--- config.mk ---
export PLATFORM = sky130hd
export DESIGN_NAME = memory_port_arbiter
export DESIGN_NICKNAME = d
export VERILOG_FILES = /design/src/rtl/memory_port_arbiter.sv
export SDC_FILE = /design/constraint.sdc
export NUM_CORES = 1
export LEC_CHECK = 0
export ABC_AREA = 0
export BUFFER_PORTS_ARGS = -buffer_cell sky130_fd_sc_hd__clkbuf_2
export CORE_AREA = 2 2 107 109
export CTS_BUF_LIST = sky130_fd_sc_hd__clkbuf_8
export DETAILED_ROUTE_END_ITERATION = 16
export DIE_AREA = 0 0 109 111
export GPL_TIMING_DRIVEN = 0
export PLACE_DENSITY = 0.59
export REMOVE_ABC_BUFFERS = 1
export SYNTH_ARGS = -nofsm -noshare
export SYNTH_HDL_FRONTEND = slang
export SYNTH_SLANG_ARGS = --single-unit
--- constraint.sdc ---
create_clock -name clock -period 2.76 [get_ports clock]
set_input_delay 0.552 -clock clock [delete_from_list [all_inputs] [get_ports clock]]
set_output_delay 0.552 -clock clock [all_outputs]
set_load 0.005 [all_outputs]
--- src/rtl/memory_port_arbiter.sv ---
// memory_port_arbiter
//   Shares one pipelined memory port between the instruction fetch requester and the
//   load/store requester. Every accepted read pushes its owner into a tag FIFO. In-order
//   read responses are steered to the owner at the FIFO head.
// Ports
//   clock, reset                       system clock, synchronous active-high reset
//   inst_*                             fetch request (read only) and its response
//   data_*                             load/store request and load response
//   mem_*                              the single external memory port (wait_req/valid handshake)
//   proto_error                        sticky flag: a response arrived with no read outstanding
module memory_port_arbiter #(
    parameter int unsigned MAX_OUTSTANDING = 4,
    parameter int unsigned STARVE_LIMIT    = 3
) (
    input  logic        clock,
    input  logic        reset,
    input  logic [31:0] inst_address,
    input  logic        inst_read_enable,
    output logic        inst_wait_req,
    output logic        inst_valid,
    output logic [31:0] inst_data,
    input  logic [31:0] data_address,
    input  logic        data_read_enable,
    input  logic        data_write_enable,
    input  logic [31:0] data_write_data,
    input  logic [3:0]  data_byte_enable,
    output logic        data_wait_req,
    output logic        data_valid,
    output logic [31:0] data_read_data,
    output logic [31:0] mem_address,
    output logic        mem_read_enable,
    output logic        mem_write_enable,
    output logic [31:0] mem_write_data,
    output logic [3:0]  mem_byte_enable,
    input  logic        mem_wait_req,
    input  logic        mem_valid,
    input  logic [31:0] mem_read_data,
    output logic        proto_error
);

    localparam int unsigned PTR_W = $clog2(MAX_OUTSTANDING);
    localparam int unsigned CNT_W = PTR_W + 1;
    localparam int unsigned STV_W = $clog2(STARVE_LIMIT + 1);

    typedef enum logic [1:0] {
        LOCK_NONE = 2'd0,
        LOCK_INST = 2'd1,
        LOCK_DATA = 2'd2
    } lock_state_t;

    lock_state_t                lock_q, lock_d;
    logic [MAX_OUTSTANDING-1:0] tag_q;
    logic [PTR_W-1:0]           wr_ptr_q, rd_ptr_q;
    logic [CNT_W-1:0]           count_q;
    logic [STV_W-1:0]           starve_q;

    logic grant_inst, grant_data;
    logic inst_ok, data_ok;
    logic fifo_full, fifo_empty, starve_hit;
    logic read_push, resp_pop, inst_accept;

    assign fifo_full  = (count_q == CNT_W'(MAX_OUTSTANDING));
    assign fifo_empty = (count_q == '0);
    assign starve_hit = (starve_q == STV_W'(STARVE_LIMIT));

    // Lock state register
    always_ff @(posedge clock) begin
        if (reset) lock_q <= LOCK_NONE;
        else       lock_q <= lock_d;
    end

    // Grant selection, lock next-state and memory port steering
    always_comb begin
        grant_inst       = 1'b0;
        grant_data       = 1'b0;
        lock_d           = LOCK_NONE;
        inst_ok          = inst_read_enable && !fifo_full;
        data_ok          = data_write_enable || (data_read_enable && !fifo_full);
        mem_address      = inst_address;
        mem_read_enable  = 1'b0;
        mem_write_enable = 1'b0;
        mem_write_data   = data_write_data;
        mem_byte_enable  = 4'b1111;
        inst_wait_req    = 1'b1;
        data_wait_req    = 1'b1;

        unique case (lock_q)
            LOCK_INST: grant_inst = inst_ok;
            LOCK_DATA: grant_data = data_ok;
            default: begin
                // Data has priority unless fetch has been starved long enough to win once
                if (data_ok && !(starve_hit && inst_ok)) grant_data = 1'b1;
                else if (inst_ok)                        grant_inst = 1'b1;
            end
        endcase

        if (reset) begin
            grant_inst = 1'b0;
            grant_data = 1'b0;
        end

        // A stalled grant keeps the port until the memory takes it
        if (grant_data && mem_wait_req)      lock_d = LOCK_DATA;
        else if (grant_inst && mem_wait_req) lock_d = LOCK_INST;

        if (grant_data) begin
            mem_address      = data_address;
            mem_read_enable  = data_read_enable;
            mem_write_enable = data_write_enable;
            mem_byte_enable  = data_write_enable ? data_byte_enable : 4'b1111;
            data_wait_req    = mem_wait_req;
        end else if (grant_inst) begin
            mem_read_enable  = 1'b1;
            inst_wait_req    = mem_wait_req;
        end
    end

    assign inst_accept = grant_inst && !mem_wait_req;
    assign read_push   = mem_read_enable && !mem_wait_req;
    assign resp_pop    = mem_valid && !fifo_empty;

    // Response steering by the owner at the FIFO head
    always_comb begin
        inst_valid     = 1'b0;
        data_valid     = 1'b0;
        inst_data      = mem_read_data;
        data_read_data = mem_read_data;
        if (resp_pop && !reset) begin
            inst_valid = !tag_q[rd_ptr_q];
            data_valid =  tag_q[rd_ptr_q];
        end
    end

    // Tag FIFO, starvation counter and protocol error flag
    always_ff @(posedge clock) begin
        if (reset) begin
            tag_q       <= '0;
            wr_ptr_q    <= '0;
            rd_ptr_q    <= '0;
            count_q     <= '0;
            starve_q    <= '0;
            proto_error <= 1'b0;
        end else begin
            if (read_push) begin
                tag_q[wr_ptr_q] <= grant_data;
                wr_ptr_q        <= wr_ptr_q + PTR_W'(1);
            end
            if (resp_pop) rd_ptr_q <= rd_ptr_q + PTR_W'(1);

            if (read_push && !resp_pop)      count_q <= count_q + CNT_W'(1);
            else if (!read_push && resp_pop) count_q <= count_q - CNT_W'(1);

            if (inst_accept)                         starve_q <= '0;
            else if (inst_read_enable && !starve_hit) starve_q <= starve_q + STV_W'(1);

            if (mem_valid && fifo_empty) proto_error <= 1'b1;
        end
    end

endmodule
==> results.md <==
* Status: complete, but fails checks
* Violated checks: setup timing
* Drt wl/cell at 35.0 µm
* Setup Total Neg Slack at -0.480 ns
* Routed wl met2 at 6970 µm
* Post-layout power at 1140 µW
* N_diodes at 0
* Switching share of total power at 33.1%
* DRT Pass-1 Iters at 4
* Share of power burned in registers at 26.1%
* Comb pwr share at 55.5%
* Number of distinct library cells after synthesis at 41
* Uppermost layer routed: met4
* CTS Hold Bufs at 0
* Gpl congestion at 0.887
* Crit path from: count_q[0]
* Hold Startpoint: proto_error
* Crit path required time at 2.21 ns
* Deepest clock path buffer count at 2
* Root Driver: clkbuf_8
* Clk pwr share at 18.4%
* RSZ-0062 raised after global routing: yes
* FILL cells at 1186
* Final WS setup at -0.0606 ns
* IO buf count at 117
* Largest net degree at the start of global routing at 24
* Actual slew at the worst max-slew pin at 0.693 ns
* Core area at 11100 µm²
* Clk slew on worst S/H paths at 0.06 ns
* Latest clock arrival within the worst-skew pair at 0.25 ns
* Clk_skew at 0.00135 ns
* Die ar. at 12100 µm²
* Leak at 0.00133 µW
* Fmax at 0.355 GHz
* Element type at the critical path end: output pin
* Nets at 431
* Antenna Nets Post-Route at 0
* Count of final max-slew check failures at 0
* Crit path DAT at 2.27 ns
* Initial core utilization at 19.3%
* Yosys warns at 0
* Antenna violations before repair at 0
* Global route overflow at 0
* Final wirelength at 14900 µm
* Peak VDD IR at 0.000184 V
* Period utilization at 102%
* R2R Path Start: count_q[0]
* Routed met1 length at 2560 µm
* Starting DRT DRC Count at 73
* Hold Crit Class: flop to flop
* Area Growth Syn to Fin at 22.9%
* Power Dens Cells at 435 nW/µm²
* Vias in the first global route at 1908
* Setup crit start kind: flop
* Yosys reg bits at 16
* DR WL met3 at 3990 µm
* Fraction of layout instances using a drive strength above 1 at 68.1%
* Routed vias at 1938
* Die X at 109 µm
* DIE HEIGHT at 111 µm
* IO Count at 278
* # clock sinks at 16
* Register area share after synthesis at 15.0%
* Switching power at 379 µW
* CTS buffer count at 3
* Syn avg cell area at 8.54 µm²
* Tot GR Track Use at 23.9%
* DP HPWL at 13300 µm
* Syn Std Cell Area at 2130 µm²
* Reg2Reg Setup Slack at 0 ns
* Crit Path Class: flop to output pin
* Crit Path Max Fanout at 9
* Minimum clock period at 2.82 ns
* Std cell rows at 39
* CTS tree: built
* Relative slew slack at 53.7%
* Pint at 764 µW
* Hold Fails Final Rpt at 0
* Remaining DRCs at 0
* Vias/cell at 4.56
* Final setup violation count at 25
* Max Cap Viol at 0
* H-tree Lvls at 1
* Post-Synthesis Cells at 250
* First-pass GRT wire length at 18500 µm
[metal layers]
| layer | track usage, % | up-vias |
|---|---|---|
| met3 | 28.9 | 47 |
| li1 | - | 800 |
| met5 | 1.34 | - |
| met1 | 11.7 | 822 |
| met4 | 17.1 | 0 |
| met2 | 39.9 | 269 |
[area by class of cell]
type	count	area (µm²)	share of cell area [%]
timing repair buffer	133	846	32.2
multi-input combinational	122	1190	45.4
clock buffer	4	55.1	2.10
sequential	16	327	12.4
inverter	7	26.3	1.00
tap	143	179	6.82
[sequential cells by signal, indices dropped and copies added (netlist names)]
name / count
tag_q: 4
starve_q: 2
wr_ptr_q: 2
rd_ptr_q: 2
count_q: 3
lock_q: 2
proto_error: 1
[layout by cell type (no fill, tap or decap), drive strengths merged, types with 3 or more instances in the layout]
cell,netlist,routed
ha,8,8
inv,7,7
a22oi,4,4
mux2,32,32
xor2,3,3
o21ai,3,3
dfxtp,16,16
nand2,4,4
and2,3,3
buf,102,24
a21o,6,6
nand2b,5,5
or2,4,4
a21oi,4,4
clkbuf,3,113
nand3,4,4
nor2,15,15
nor3,4,4
[stage by stage]
step	instances	hold slack [ns]	setup WS, ns	cell area (µm²)	util (%)
floorplan	145	0.460	-1.10	1360	-
global placement	405	0.456	-1.76	2130	19.2
global route	425	0.526	-0.144	2620	23.7
CTS	423	0.484	-0.0646	2470	22.3
finish	425	0.483	-0.0606	2620	23.7
detailed placement	407	0.460	-0.526	2150	19.4
[cell usage after synthesis (all sizes together)]
library cell / number / area share (%)
a21o: 6 / 2.1
a21oi: 4 / 1.1
a22oi: 4 / 1.4
and2: 3 / 0.88
and3: 1 / 0.29
and3b: 1 / 0.41
and4: 1 / 0.53
buf: 102 / 36
clkbuf: 3 / 0.53
dfxtp: 16 / 15
fa: 1 / 0.94
ha: 8 / 4.7
inv: 7 / 1.2
mux2: 32 / 17
mux2i: 2 / 0.94
mux4: 1 / 1.1
nand2: 4 / 0.82
nand2b: 5 / 1.5
nand3: 4 / 0.94
nand3b: 1 / 0.35
nor2: 15 / 2.6
nor2b: 2 / 0.59
nor3: 4 / 0.94
nor3b: 2 / 0.70
nor4: 2 / 1.3
o211ai: 1 / 0.35
o21ai: 3 / 0.70
o21ba: 1 / 0.47
o311ai: 1 / 0.41
or2: 4 / 1.2
or3: 2 / 0.59
or3b: 1 / 0.41
or4b: 1 / 0.47
xnor2: 2 / 0.82
xor2: 3 / 1.2
[worst max-delay path, cell delays in order, from the launching register on]
cell and delay, ns:
dfxtp_4 0.34, or3b_4 0.43, and4_4 0.17, nor4_4 0.15, buf_4 0.18, buf_8 0.13, buf_12 0.14, mux2_2 0.33
clkbuf_2 0.14
[path summary, 6_finish.rpt]
| kind | end | cells after the start |
|---|---|---|
| setup / recovery | mem_address[28] | 8 |
| hold / removal | proto_error | 2 |
| setup reg to reg | count_q[2] | 13 |
| hold reg to reg | proto_error | 2 |
[power by group through the flow]
| stage | Clock [µW] | Sequential [µW] | Combinational [µW] |
|---|---|---|---|
| 6_report | 210 | 298 | 634 |
| 2_1_floorplan | 0 | 296 | 261 |
| 3_3_place_gp | 0 | 300 | 434 |
| 5_1_grt | 225 | 304 | 688 |
| 4_1_cts | 216 | 297 | 576 |
| 3_5_place_dp | 0 | 301 | 454 |
[what timing repair did]
| item | CTS | global route |
|---|---|---|
| gates cloned | 2 | 1 |
| buffers inserted | 13 | 1 |
| pin swaps | 9 | 0 |
| resized for setup | 42 | 35 |
| setup endpoints to repair | 43 | 34 |
| endpoints found under the hold margin | 0 | 0 |
[cell families (layout without fill, tap and decap cells)]
family | after synthesis | in the layout | share of synthesized area, %
buffers and inverters | 112 | 144 | 37.4
and+or+nand+nor | 53 | 53 | 14.5
muxes | 35 | 35 | 18.9
AOI/OAI and AO/OA | 20 | 20 | 6.56
DFF | 16 | 16 | 15.0
adders and majority gates | 9 | 9 | 5.63
xor gates and xnor gates | 5 | 5 | 2.05
Power figures use the tool's default switching activity.
